--- config.mk ---
export PLATFORM = sky130hd
export DESIGN_NAME = leading_one_scanner
export DESIGN_NICKNAME = d
export VERILOG_FILES = /design/src/rtl/leading_one_pkg.sv /design/src/rtl/leading_one_enc.sv /design/src/rtl/leading_one_scanner.sv
export SDC_FILE = /design/constraint.sdc
export NUM_CORES = 1
export LEC_CHECK = 0
export CAP_MARGIN = 20
export CORE_MARGIN = 3
export CORE_UTILIZATION = 41
export DETAILED_ROUTE_END_ITERATION = 8
export PLACE_DENSITY = 0.79
export REMOVE_ABC_BUFFERS = 1
export SETUP_SLACK_MARGIN = 0.2
export SLEW_MARGIN = 20
export SYNTH_ARGS = -nofsm -noshare
export SYNTH_HDL_FRONTEND = slang
export SYNTH_SLANG_ARGS = --single-unit
--- constraint.sdc ---
create_clock -name clk -period 1.71 [get_ports clk]
set_input_delay 0.171 -clock clk [delete_from_list [all_inputs] [get_ports clk]]
set_output_delay 0.171 -clock clk [all_outputs]
set_load 0.05 [all_outputs]
--- src/rtl/leading_one_pkg.sv ---
// leading_one_pkg: shared types and helpers for the leading-one scanner.
//   state_t  : scanner FSM state (IDLE, SCAN)
//   idx_w()  : index width for a given word width (clog2, minimum 1)
package leading_one_pkg;

   typedef enum logic {
      IDLE = 1'b0,
      SCAN = 1'b1
   } state_t;

   function automatic int unsigned idx_w(input int unsigned width);
      return (width <= 2) ? 1 : $clog2(width);
   endfunction

endpackage

--- src/rtl/leading_one_enc.sv ---
// leading_one_enc: combinational priority encoder.
//   i_vec    in   WIDTH  vector to encode
//   o_idx    out  IDX_W  position of the winning set bit (0 when none)
//   o_any    out  1      at least one bit of i_vec is set
//   o_onehot out  WIDTH  the winning bit isolated (all zeros when none)
// MSB_FIRST=1 picks the highest set bit, MSB_FIRST=0 the lowest.
module leading_one_enc
   import leading_one_pkg::*;
#(
   parameter int unsigned WIDTH     = 9,
   parameter bit          MSB_FIRST = 1'b1,
   localparam int unsigned IDX_W    = idx_w(WIDTH)
) (
   input  logic [WIDTH-1:0] i_vec,
   output logic [IDX_W-1:0] o_idx,
   output logic             o_any,
   output logic [WIDTH-1:0] o_onehot
);

   always_comb begin
      int unsigned j;
      j        = 0;
      o_idx    = '0;
      o_any    = 1'b0;
      o_onehot = '0;
      // Later hits overwrite earlier ones, so walk toward the winning end.
      for (int unsigned n = 0; n < WIDTH; n++) begin
         j = MSB_FIRST ? n : (WIDTH - 1 - n);
         if (i_vec[j]) begin
            o_idx       = IDX_W'(j);
            o_any       = 1'b1;
            o_onehot    = '0;
            o_onehot[j] = 1'b1;
         end
      end
   end

endmodule

--- src/rtl/leading_one_scanner.sv ---
// leading_one_scanner: streaming set-bit scanner.
// Accepts one word per valid/ready handshake and emits the index of every set bit, one per
// output beat, in priority order (highest first when MSB_FIRST=1, lowest first otherwise).
// A zero word yields a single beat with out_zero=1.
//   clk        in   1        clock, rising edge
//   rst        in   1        asynchronous reset, active-high
//   in_valid   in   1        in_data valid
//   in_ready   out  1        word can be accepted this cycle
//   in_data    in   WIDTH    word to scan
//   out_valid  out  1        beat valid
//   out_ready  in   1        consumer takes the current beat
//   out_index  out  IDX_W    bit position of the current set bit (0 for a zero word)
//   out_zero   out  1        accepted word was all zeros
//   out_last   out  1        final beat of the current word
//   out_popcnt out  IDX_W+1  set-bit count of the word (only with LEADING_ONE_POPCNT_EN)
// Build option: define LEADING_ONE_POPCNT_EN to add the out_popcnt port and its register.
module leading_one_scanner
   import leading_one_pkg::*;
#(
   parameter int unsigned WIDTH     = 9,
   parameter bit          MSB_FIRST = 1'b1,
   localparam int unsigned IDX_W    = idx_w(WIDTH)
) (
   input  logic             clk,
   input  logic             rst,
   input  logic             in_valid,
   output logic             in_ready,
   input  logic [WIDTH-1:0] in_data,
   output logic             out_valid,
   input  logic             out_ready,
   output logic [IDX_W-1:0] out_index,
   output logic             out_zero,
   output logic             out_last
`ifdef LEADING_ONE_POPCNT_EN
   ,
   output logic [IDX_W:0]   out_popcnt
`endif
);

   state_t             r_state;
   state_t             w_state_d;
   logic [WIDTH-1:0]   r_residue;
   logic [WIDTH-1:0]   w_residue_d;
   logic               r_zero;
   logic               w_zero_d;

   logic [IDX_W-1:0]   w_idx;
   logic               w_any;
   logic [WIDTH-1:0]   w_onehot;
   logic               w_in_hs;
   logic               w_out_hs;

   leading_one_enc #(
      .WIDTH     (WIDTH),
      .MSB_FIRST (MSB_FIRST)
   ) u_enc (
      .i_vec    (r_residue),
      .o_idx    (w_idx),
      .o_any    (w_any),
      .o_onehot (w_onehot)
   );

   assign out_valid = (r_state == SCAN);
   assign out_index = w_any ? w_idx : '0;
   assign out_zero  = r_zero;
   // Last beat when only the reported bit remains; a zero word is a single beat.
   assign out_last  = out_valid & (r_zero | ((r_residue & ~w_onehot) == '0));

   assign w_out_hs  = out_valid & out_ready;
   // Accepting during the final beat gives back-to-back words without a bubble.
   assign in_ready  = ~rst & ((r_state == IDLE) | (w_out_hs & out_last));
   assign w_in_hs   = in_valid & in_ready;

   always_comb begin
      w_state_d   = r_state;
      w_residue_d = r_residue;
      w_zero_d    = r_zero;

      unique case (r_state)
         IDLE: if (w_in_hs) w_state_d = SCAN;
         SCAN: if (w_out_hs && out_last) w_state_d = w_in_hs ? SCAN : IDLE;
         default: w_state_d = IDLE;
      endcase

      if (w_out_hs) begin
         // On the last beat this also empties the residue.
         w_residue_d = r_residue & ~w_onehot;
         if (out_last) w_zero_d = 1'b0;
      end

      // A new word overrides the clear of the finishing one.
      if (w_in_hs) begin
         w_residue_d = in_data;
         w_zero_d    = (in_data == '0);
      end
   end

   always_ff @(posedge clk or posedge rst) begin
      if (rst) begin
         r_state   <= IDLE;
         r_residue <= '0;
         r_zero    <= 1'b0;
      end else begin
         r_state   <= w_state_d;
         r_residue <= w_residue_d;
         r_zero    <= w_zero_d;
      end
   end

`ifdef LEADING_ONE_POPCNT_EN
   logic [IDX_W:0] r_popcnt;
   logic [IDX_W:0] w_popcnt_in;

   always_comb begin
      w_popcnt_in = '0;
      for (int unsigned n = 0; n < WIDTH; n++) begin
         w_popcnt_in = w_popcnt_in + (IDX_W + 1)'(in_data[n]);
      end
   end

   always_ff @(posedge clk or posedge rst) begin
      if (rst) begin
         r_popcnt <= '0;
      end else if (w_in_hs) begin
         r_popcnt <= w_popcnt_in;
      end
   end

   assign out_popcnt = r_popcnt;
`endif

endmodule

==> flow_summary.toml <==
[critical_path]
crit_path_max_fanout = 3
r2r-end = "r_residue[0]"
cp.arrival_ns = 1.86
critPathLaunchType = "register"
r2r_cells = 5
worstPathRequired_ns = 1.54
path_class = "reg -> out"
crit_path_end_kind = "output port"
ff2ff_setup_slack_ns = -0.15
r2r-start = "r_residue[4]"

[placed_design]
pre_cts_slack_ns = -0.157
port_buffers = 20
place_hpwl_um = 1360
place_congestion = 0.834

[synth]
synth_edf_count = 0
dominantRegCellSynth = "dfrtp_1"
synthMuxAreaShare_pct = 5.04
avgSynthCellArea_um2 = 8.88
synth_seq_area_share_pct = 38.3
synth-simple-area-share_pct = 23.1
synth-compound-area-share_pct = 25.7
synth_top_family_by_area = "compound AO/OA/AOI/OAI gates"
synth_adder_area_share_pct = 1.39
syn-cell-area_um2 = 719
ys_ff_latch = 11
synth.distinct_cells = 37
synth_xor_area_share_pct = 0
synthCells = 81
synthArstFlopShare_pct = 100
yosys_warnings = 0

[power]
ir_drop_mv = 1.19
p_per_area_nw_per_um2 = 2560
leakage_nw = 0.569

[global_routing]
grt_pass1_vias = 731
grt_max_degree = 12
grt_first_pass_wirelength_um = 3220
antenna_found_initial = 0
globalRouteOverflowTotal = 0
grt_use_total_pct = 19.9

[detailed_routing]
drc_errors = 0
post_drt_wl_per_cell_um = 15.0
antenna_left = 0
drt_pass1_iterations = 4
drtIter0Drc = 11
via_count = 744
viasPerCell = 5.51
routed_wl_um = 2030

[timing]
worst_pin_slew_ns = 0.432
fin_tns_setup_ns = -1.72
drv_slew = 0
maxSlewHeadroom_pct = 71.2
hold_viol_final = 0
fmax_mhz = 494
finalWorstSetupSlack_ns = -0.316
fin_skew_ns = 0.00601
rsz0062_at_grt = "yes"
fin_crit_ns = 2.03
setup_viol = 14
fin_crit_sh_pct = 118

[floorplanning]
die_area_um2 = 2290
pin_count = 21
core_um2 = 1580
dieWidth_um = 47.9
die_h_um = 47.9
start_util_pct = 45.6
rows = 14

[final_layout]
nets = 133
regArea_um2 = 277
nFillCells = 103
drive_above_1_share_pct = 38.7
syn_to_final_growth_pct = 65.9
multi_input_area_um2 = 448
diodes = 0

[job]
cap_violations = 0

[cts]
cts-hold-fix-buffers = 0
insertion_delay_ns = 0.28
cts_buffers = 3
cts_tree = "done"
cts.path.max_buffers = 2
clk_pin_slew_worst_paths_ns = 0.07
cts-root-buf = "clkbuf_4"
htreeDepth = 1
cts.sinks = 11

[status]
violations = "setup timing"
status = "finished, violations left"

[worst_hold_path]
worstHoldPathType = "in -> async"
[worst max-delay path by stage]
| stage | from | to | slack, ns | cells past startpoint |
|---|---|---|---|---|
| 3_5_place_dp | out_ready | r_residue[3] | -0.16 | 5 |
| 4_1_cts | r_residue[6] | in_ready | -0.29 | 7 |
| 6_report | r_residue[4] | out_last | -0.32 | 7 |
| 2_1_floorplan | r_residue[8] | out_last | -0.34 | 5 |
| 3_3_place_gp | out_ready | r_residue[3] | -0.13 | 5 |
| 5_1_grt | r_residue[4] | out_last | -0.36 | 7 |
[registers in the layout, summed over array words and instances (netlist names)]
register and flops:
out_zero 1, out_valid 1, r_residue 9
[kinds of logic (layout without fill, tap and decap cells)]
logic type                 after synthesis  in the layout
muxes                                    3              3
DFF                                     11             11
adders and majority gates                1              1
buffers and inverters                    8             46
AOI/OAI and AO/OA                       26             26
and+or+nand+nor                         32             32
[critical path, stage by stage, from the launching register on]
cell     delay [ns]
dfrtp_1        0.43
nor4_4         0.34
a21bo_1        0.25
nand2_2        0.11
buf_6          0.11
a21oi_2        0.04
nor2b_2        0.15
buf_12         0.15
[cell type report]
type                    count  area share (%)
multi-input cells          62            37.5
repair buffers             39            34.5
flip-flops and latches     11            23.2
clock buffers               4            2.20
well taps                  16            1.68
inverters                   3           0.943
[metrics by stage]
stage	utilization (%)	instances	instance area (µm²)	hold slack (ns)	total power [mW]
finish	75.7	135	1190	0.363	3.06
global route	75.7	135	1190	0.405	3.22
CTS	73.0	132	1150	0.376	2.90
detailed placement	66.4	127	1050	0.583	2.39
global placement	66.4	127	1050	0.571	2.38
floorplan	-	76	684	0.0234	1.56
[layout by cell type, fill, tap and decap left out, types with 2 or more instances in the layout]
master / instances
buf_6: 7
a211oi_1: 2
clkbuf_4: 3
inv_1: 2
a21o_1: 5
clkdlybuf4s50_1: 12
nor2_1: 10
o21ai_1: 3
a21oi_2: 3
buf_12: 3
nand2_1: 6
a22o_1: 2
o21ai_0: 2
mux2_4: 2
nor2_4: 2
nor2b_1: 2
dfrtp_1: 10
buf_4: 15
[cell usage after synthesis, drive strengths merged (2+ instances only)]
library cell	instances	area, µm²
a211oi	2	15.0
a21o	5	37.5
a21oi	4	20.0
a22o	2	17.5
buf	4	31.3
dfrtp	11	275
inv	3	11.3
mux2	2	26.3
nand2	7	28.8
nor2	13	48.8
nor2b	3	18.8
nor4	2	27.5
o21ai	5	25.0
or2	2	12.5
[routing by layer]
layer | routed length (µm) | GRT usage [%]
met4 | 31 | 7.53
met1 | 868 | 24.8
met2 | 1020 | 33.5
met5 | 0 | 0
met3 | 106 | 4.14
[power breakdown]
part	switching [mW]	internal [mW]
Sequential	0.142	0.374
Clock	0.0937	0.0906
Combinational	1.16	1.20
[repair_timing]
item | 4_1_cts | 5_1_grt
endpoints found under the setup margin | 16 | 16
resized for setup | 16 | 11
setup buffers | 1 | 3
pin swaps | 7 | 6
Power figures use the tool's default switching activity.
==> RTL change, RTL diff (same flow settings) <==
`WIDTH` is set to 9 in 2 places; all go to 7.
--- a/src/rtl/leading_one_enc.sv
+++ b/src/rtl/leading_one_enc.sv
@@ -7,7 +7,7 @@
 module leading_one_enc
    import leading_one_pkg::*;
 #(
-   parameter int unsigned WIDTH     = 9,
+   parameter int unsigned WIDTH     = 7,
    parameter bit          MSB_FIRST = 1'b1,
    localparam int unsigned IDX_W    = idx_w(WIDTH)
 ) (
--- a/src/rtl/leading_one_scanner.sv
+++ b/src/rtl/leading_one_scanner.sv
@@ -17,7 +17,7 @@
 module leading_one_scanner
    import leading_one_pkg::*;
 #(
-   parameter int unsigned WIDTH     = 9,
+   parameter int unsigned WIDTH     = 7,
    parameter bit          MSB_FIRST = 1'b1,
    localparam int unsigned IDX_W    = idx_w(WIDTH)
 ) (
Ports: changed (resized in_data and out_index); port bits go from 21 to 18. No check against the original RTL was run, so the function may have changed too.
==> RTL change against the original RTL <==
- the flow still finishes with violations (negative setup slack)
- final cell count down 3.7%
- worst setup slack gained 0.024 ns
- final area fell by 3.1%
- wire length is 7.6% lower
- die area fell by 6.2%
- total power shrank 7.8%
- synthesized area fell by 7.1%
- via count decreased by 4.0%
- global-route usage rose by 0.59 points
- sequential cell count decreased by 2
- sequential power shrank 21%
- critical endpoint unchanged
- highest routed layer unchanged
==> RTL change: results <==
[setup_path]
max_stage_delay_ns = 0.53
worstPathArrival_ns = 1.83
timing.rr.start = r_residue[5]
critPathSlowestCell = or4_4

[global_routing]
grt_first_pass_wirelength_mm = 3.12
first_global_vias = 726

[final_layout]
fill_cells = 85
final-instance-count-excl-fill = 130
largest_reg_flops = 7

[clock_network]
cts_buffer_depth = 2

[synthesis]
synth_cell_types = 33
synth-seq-area-share = 0.337
syn-instance-count = 72
netlist_top_cells_area = dfrtp_1 34%, mux2i_1 6.0%, inv_1 3.9%
yosys-top-cells-count = 9 x dfrtp_1, 7 x inv_1, 7 x nor2_1

[detailed_routing]
drtIter0Drc = 12
vias = 714
post_drt_wl_per_cell_um = 14.4

[placement]
gp_congestion = 0.821
dpl_cell_area_um2 = 993
hpwl_mm = 1.31
dp.cells = 117
portBuffers = 17

[pwr]
power.density_nw_per_um2 = 2440
comb_cell_power_w = 0.00224
pg_clk_w = 0.000167
peakVddDrop_mv = 1.27
internal-power_w = 0.00156
leakagePower_nw = 0.548

[outcome]
violations = negative setup slack
outcome = complete, but fails checks

[timing]
skew_ns = 0.00206
hold-worst-slack_ns = 0.342
maxSlewHeadroom = 0.817
fin_ws_ns = -0.292
setup_violations = 8
fin_tns_setup_ns = -0.961
[RTL change: worst max-delay path, delay by kind of cell, from the launching register on]
family	cells	cell delay, ns
and+or+nand+nor	2	0.64
AOI/OAI and AO/OA	3	0.39
DFF	1	0.39
buffers and inverters	1	0.15
[RTL change: layout make-up]
| type | count | area, um^2 | share of cell area |
|---|---|---|---|
| inverter | 7 | 26.3 | 0.0227 |
| multi-input combinational | 51 | 424 | 0.367 |
| tap | 15 | 18.8 | 0.0162 |
| sequential | 9 | 229 | 0.198 |
| clock buffer | 4 | 26.3 | 0.0227 |
| timing repair buffer | 44 | 432 | 0.373 |
[RTL change: what timing repair did]
action                                 CTS  global route
hold buffers                             0             0
endpoints found under the hold margin    0             0
setup endpoints to repair               13            14
buffers inserted                         5             4
pin swaps                                8             7
resized for setup                       17             4
[RTL change: cells by family after synthesis]
| group | count (synthesis) | synth area share |
|---|---|---|
| buffers and inverters | 12 | 0.0861 |
| AO/OA/AOI/OAI | 19 | 0.219 |
| multiplexers | 6 | 0.0936 |
| AND/OR/NAND/NOR | 24 | 0.234 |
| flip-flops | 9 | 0.337 |
| adder cells (fa/ha/maj) | 2 | 0.0300 |
[RTL change: how the worst max path moves through the flow]
stage / start / endpoint / slack (ns) / cells past startpoint
final: r_residue[1] / out_last / -0.29 / 6
after global routing: r_residue[1] / out_last / -0.39 / 6
after CTS: r_residue[0] / out_last / -0.28 / 6
after detailed placement: out_ready / r_residue[0] / -0.21 / 5
after global placement: out_ready / r_residue[0] / -0.16 / 5
after floorplan: r_residue[5] / in_ready / -0.23 / 4
[RTL change: routing by layer]
layer	up-vias	GRT usage	part of all wire
met5	-	0	0
met4	0	0.114	0.014
met3	3	0.0352	0.041
met2	25	0.338	0.54
met1	344	0.249	0.40
li1	342	-	-
